$ cat src/rtl/tt_sel_seq.sv
// Selection sequencer for the tt_ctrl mux pads.
// It turns "select address N, optionally enable" into the reset/increment/enable pulse train.
module tt_sel_seq #(
    parameter int unsigned ADDR_W    = 10,
    parameter int unsigned MAX_ADDR  = 383,
    parameter int unsigned PULSE_CYC = 4
) (
    input  logic              clk,
    input  logic              rst,
    input  logic              cmd_valid,
    output logic              cmd_ready,
    input  logic [ADDR_W-1:0] cmd_addr,
    input  logic              cmd_ena,
    output logic              done,
    output logic              err,
    output logic [ADDR_W-1:0] cur_addr,
    output logic              cur_valid,
    output logic              ctrl_sel_rst_n,
    output logic              ctrl_sel_inc,
    output logic              ctrl_ena
);

    localparam int unsigned       PhW     = $clog2(PULSE_CYC + 1);
    localparam logic [PhW-1:0]    PhLoad  = PhW'(PULSE_CYC - 1);
    localparam logic [ADDR_W-1:0] MaxAddr = ADDR_W'(MAX_ADDR);

    typedef enum logic [2:0] {
        StIdle,
        StRstLo,
        StRstHi,
        StIncHi,
        StIncLo,
        StFin
    } state_e;

    state_e            state_q, state_d;
    logic [PhW-1:0]    phase_q, phase_d;
    logic [ADDR_W-1:0] pulse_q, pulse_d;
    logic              ena_lat_q, ena_lat_d;
    logic              ena_q, ena_d;
    logic [ADDR_W-1:0] cur_addr_q, cur_addr_d;
    logic              cur_valid_q, cur_valid_d;

    logic cmd_ready_q, cmd_ready_d;
    logic done_q, done_d;
    logic err_q, err_d;
    logic rst_n_q, rst_n_d;
    logic inc_q, inc_d;
    logic ctrl_ena_q, ctrl_ena_d;

    logic              accept;
    logic              phase_end;
    logic              incr_ok;
    logic [ADDR_W-1:0] diff;

    always_comb begin
        state_d     = state_q;
        phase_d     = phase_q;
        pulse_d     = pulse_q;
        ena_lat_d   = ena_lat_q;
        ena_d       = ena_q;
        cur_addr_d  = cur_addr_q;
        cur_valid_d = cur_valid_q;
        err_d       = 1'b0;

        // cmd_ready_q is only ever high while idle, so it doubles as the accept qualifier.
        accept    = cmd_valid && cmd_ready_q;
        phase_end = (phase_q == '0);
        incr_ok   = cur_valid_q && (cmd_addr >= cur_addr_q);
        diff      = cmd_addr - cur_addr_q;

        if (!phase_end) begin
            phase_d = phase_q - PhW'(1);
        end

        unique case (state_q)
            StIdle: begin
                if (accept) begin
                    if (cmd_addr > MaxAddr) begin
                        err_d = 1'b1;
                    end else begin
                        ena_lat_d = cmd_ena;
                        phase_d   = PhLoad;
                        if (incr_ok) begin
                            pulse_d = diff;
                            state_d = (diff == '0) ? StFin : StIncHi;
                        end else begin
                            pulse_d = cmd_addr;
                            state_d = StRstLo;
                        end
                    end
                end
            end
            StRstLo: begin
                if (phase_end) begin
                    state_d = StRstHi;
                    phase_d = PhLoad;
                end
            end
            StRstHi: begin
                if (phase_end) begin
                    phase_d = PhLoad;
                    state_d = (pulse_q != '0) ? StIncHi : StFin;
                end
            end
            StIncHi: begin
                if (phase_end) begin
                    state_d = StIncLo;
                    phase_d = PhLoad;
                end
            end
            StIncLo: begin
                if (phase_end) begin
                    cur_addr_d = cur_addr_q + ADDR_W'(1);
                    pulse_d    = pulse_q - ADDR_W'(1);
                    phase_d    = PhLoad;
                    state_d    = (pulse_q == ADDR_W'(1)) ? StFin : StIncHi;
                end
            end
            StFin: begin
                ena_d   = ena_lat_q;
                state_d = StIdle;
            end
            default: begin
                state_d = StIdle;
            end
        endcase

        // The mux address is unknown from the moment its selection reset is asserted.
        if (state_d == StRstLo) begin
            cur_valid_d = 1'b0;
            cur_addr_d  = '0;
        end
        if (state_d == StFin) begin
            cur_valid_d = 1'b1;
        end

        // Outputs are registered from the next state so the pads never glitch on cmd_*.
        cmd_ready_d = (state_d == StIdle);
        done_d      = (state_d == StFin);
        rst_n_d     = (state_d != StRstLo);
        inc_d       = (state_d == StIncHi);
        ctrl_ena_d  = (state_d == StIdle) && ena_d;
    end

    always_ff @(posedge clk) begin
        if (rst) begin
            state_q     <= StIdle;
            phase_q     <= '0;
            pulse_q     <= '0;
            ena_lat_q   <= 1'b0;
            ena_q       <= 1'b0;
            cur_addr_q  <= '0;
            cur_valid_q <= 1'b0;
            cmd_ready_q <= 1'b0;
            done_q      <= 1'b0;
            err_q       <= 1'b0;
            rst_n_q     <= 1'b0;
            inc_q       <= 1'b0;
            ctrl_ena_q  <= 1'b0;
        end else begin
            state_q     <= state_d;
            phase_q     <= phase_d;
            pulse_q     <= pulse_d;
            ena_lat_q   <= ena_lat_d;
            ena_q       <= ena_d;
            cur_addr_q  <= cur_addr_d;
            cur_valid_q <= cur_valid_d;
            cmd_ready_q <= cmd_ready_d;
            done_q      <= done_d;
            err_q       <= err_d;
            rst_n_q     <= rst_n_d;
            inc_q       <= inc_d;
            ctrl_ena_q  <= ctrl_ena_d;
        end
    end

    assign cmd_ready      = cmd_ready_q;
    assign done           = done_q;
    assign err            = err_q;
    assign cur_addr       = cur_addr_q;
    assign cur_valid      = cur_valid_q;
    assign ctrl_sel_rst_n = rst_n_q;
    assign ctrl_sel_inc   = inc_q;
    assign ctrl_ena       = ctrl_ena_q;

endmodule

$ cat config.mk
export PLATFORM = sky130hd
export DESIGN_NAME = tt_sel_seq
export DESIGN_NICKNAME = d
export VERILOG_FILES = /design/src/rtl/tt_sel_seq.sv
export SDC_FILE = /design/constraint.sdc
export NUM_CORES = 1
export LEC_CHECK = 0
export CAP_MARGIN = 20
export CORE_UTILIZATION = 45
export DETAILED_ROUTE_END_ITERATION = 6
export GPL_TIMING_DRIVEN = 0
export PLACE_DENSITY_LB_ADDON = 0.3
export SYNTH_ARGS = -nofsm -noshare
export SYNTH_HDL_FRONTEND = slang
export SYNTH_SLANG_ARGS = --single-unit
$ cat constraint.sdc
create_clock -name clk -period 3.8 [get_ports clk]
set_input_delay 0.76 -clock clk [delete_from_list [all_inputs] [get_ports clk]]
set_output_delay 0.76 -clock clk [all_outputs]
set_load 0.01 [all_outputs]
==> impl_metrics.yaml <==
status:
  status: "finished clean"
power_and_ir_drop:
  leakage_nw: 1.09
  finalPower_mw: 1.20
  irDropWorstVdd_uv: 276
  p_per_area_nw_per_um2: 429
worst_setup_path:
  rrSetupSlack_ns: 0.83
  crit_type: "in2reg"
  crit_path_end_kind: "register"
  cp.required_ns: 3.95
  r2r-start: "cur_addr[0]"
  reg2reg_to: "ctrl_sel_inc"
  critical_path.startpoint_type: "input pin"
  cp_max_fo: 2
  arrival_ns: 3.69
  worst-r2r-cell-count: 9
synth:
  yosysTopAreaCell: "dfxtp_1"
  synthArstFlopShare_pct: 0
  synth-edff-count: 0
  ys.flop_type: "dfxtp_1"
  synth-seq-cells: 35
  ys_warn_count: 0
  synthTopCellsByArea: "dfxtp_1, ha_1, nor2_1"
  synth_top_area_share_pct: 30.1
  synth.cell_area_um2: 2330
  ys_seq_area_share_pct: 30.1
  netlist_instances: 290
  syn_nets: 321
  synthDistinctLibCells: 58
  avgSynthCellArea_um2: 8.04
sta:
  hold_violations: 0
  setup-tns-final_ns: 0
  finalMaxSlewViolations: 0
  clock.fmax_ghz: 0.283
  rsz0062_at_grt: "false"
  setup_viol: 0
  period_share_pct: 93.0
  timing.slew.headroom_pct: 58.9
  worst_hold_slack_ns: 0.495
  fin_crit_ns: 3.53
  clock_skew_ns: 0.00756
  worstMarginPinSlew_ns: 0.616
final_layout:
  utilization_pct: 57.6
  area_growth_pct: 19.8
  insertedDiodeCount: 0
  nNetsFinal: 357
  fillerInstances: 466
  drive_above_1_share_pct: 7.06
clock_tree:
  insertion_delay_ns: 0.29
  htree_num_levels: 2
  cts_tree: "yes"
  root_buffer: "clkbuf_8"
  cts_inserted_buffers: 5
  cts_resized: 0
  clockBufferDepth: 2
  postCtsSetupRepairBufs: 0
  clk_pin_slew_worst_paths_ns: 0.06
  cts_sinks: 35
  postCtsHoldBufs: 0
grt:
  antenna_found_initial: 0
  grt.overflow.total: 0
  grt_max_degree: 11
  grt_pass1_wl_mm: 9.38
  grt_pass1_vias: 2110
  track_usage_pct: 22.4
route:
  wl_mm: 5.67
  ant_nets: 0
  via_count: 2184
  routedWlPerCell_um: 14.4
  vias_per_cell: 5.56
  drtIter0Drc: 145
  dr.pass1.iters: 6
  drc: 0
placed_design:
  portBuffers: 29
  hpwl_mm: 4.28
  gp_congestion: 0.888
floorplanning:
  die_x_um: 74.0
  die_area_um2: 5470
  initial_core_util_pct: 48.1
  rows: 25
  core_area_um2: 4850
  die_h_um: 74.0
  top_level_ports: 31
hold_path:
  hp-start: "cur_valid"
  worstHoldEndpoint: "cur_valid"
  hold_depth: 2
  min_path_type: "reg2reg"
flow_run:
  drv_cap: 0
-- flip-flops by register name, summed over array words and instances, names as in the netlist --
name / flops
cur_valid: 1
ena_q: 1
state_q: 3
pulse_q: 10
err: 1
phase_q: 3
ctrl_sel_rst_n: 1
cmd_ready: 1
ctrl_sel_inc: 1
ena_lat_q: 1
ctrl_ena: 1
cur_addr: 10
done: 1
-- how the worst max path moves through the flow --
stage	start	end	slack, ns	cells past startpoint
after floorplan	cmd_addr[0]	done	0.74	10
after global placement	cmd_addr[0]	ctrl_sel_inc	-0.05	11
after detailed placement	cmd_addr[0]	ctrl_sel_inc	-0.04	11
after CTS	cmd_addr[0]	ctrl_sel_inc	0.25	11
after global routing	cmd_addr[0]	ctrl_sel_inc	0.08	11
final	cmd_addr[0]	ctrl_sel_inc	0.27	11
-- per-layer routing --
metal  routed length, um  global-route usage (%)  share of wire [%]  vias to the layer above
met5                   0                       0                  0                        -
li1                    -                       -                  -                     1116
met3                 223                    5.15                3.9                        8
met1                2620                    27.2                 46                     1008
met4                  75                    7.26                1.3                        0
met2                2750                    39.0                 48                       52
-- critical path: stages --
cell and delay, ns:
clkdlybuf4s50_1 0.45, inv_1 0.05, ha_1 0.22, fa_1 0.40, or2b_1 0.26, a21o_1 0.18
xnor2_1 0.13, a211oi_1 0.24, or4b_4 0.51, o31ai_1 0.34, a21boi_0 0.14
-- cells by family after synthesis --
family,Yosys count,share of synthesized area [%]
AND/OR/NAND/NOR,105,23.1
AO/OA/AOI/OAI,78,22.2
flip-flops,35,30.1
buffers and inverters,30,5.31
adder cells (fa/ha/maj),17,9.45
XOR/XNOR,15,5.64
multiplexers,10,4.29
-- per-stage QoR --
| step | area (um^2) | worst slack (ns) | instances |
|---|---|---|---|
| after floorplan | 2330 | 0.739 | 290 |
| after global placement | 2710 | -0.0508 | 386 |
| final | 2790 | 0.267 | 393 |
| after CTS | 2790 | 0.251 | 393 |
| after detailed placement | 2710 | -0.0379 | 386 |
| after global routing | 2790 | 0.0832 | 393 |
-- cell usage after synthesis, drive strengths merged, types with 2 or more instances --
master	n
o31ai	4
o21bai	2
o21ai	18
nand2	15
nor2	38
mux2i	10
o211ai	2
o22ai	2
nor2b	2
clkbuf	4
and3	2
or3b	2
o21a	2
a21oi	20
a211oi	6
dfxtp	35
xor2	2
a21boi	3
nor4	4
nand3	10
or4b	2
and2	3
nand4	3
buf	4
nor3	11
nand2b	2
xnor2	13
a21o	6
ha	16
nand3b	2
a31oi	2
or3	4
inv	21
-- cell type report --
type | instances | area [um^2] | area share (%)
Multi-Input combinational cell | 225 | 1510 | 53.9
Sequential cell | 35 | 701 | 25.1
Timing Repair Buffer | 29 | 290 | 10.4
Tap cell | 67 | 83.8 | 3.00
Clock buffer | 6 | 82.6 | 2.96
Inverter | 22 | 82.6 | 2.96
Buffer | 8 | 41.3 | 1.48
Clock inverter | 1 | 5.00 | 0.179
-- report_power, final --
group,total [mW],internal (mW),switching [mW]
sequential,0.449,0.416,0.0330
clock,0.280,0.142,0.137
combinational,0.471,0.195,0.276
-- layout by cell type (no fill, tap or decap), types with 3 or more instances in the layout --
cell	netlist	routed
a211oi_1	6	6
ha_1	16	16
and2_1	3	3
dfxtp_1	35	35
clkbuf_1	4	4
a21o_1	6	6
a21oi_1	19	19
inv_1	21	21
a21boi_0	3	3
clkdlybuf4s50_1	0	29
o31ai_1	4	4
nor4_1	4	4
clkbuf_8	0	6
or3_1	3	3
nand2_1	15	15
buf_2	3	3
nor2_1	37	37
nand3_1	10	10
xnor2_1	13	13
nand4_1	3	3
nor3_1	10	10
o21ai_0	17	17
mux2i_1	10	10
No activity file was read; power rests on OpenSTA's default activity.
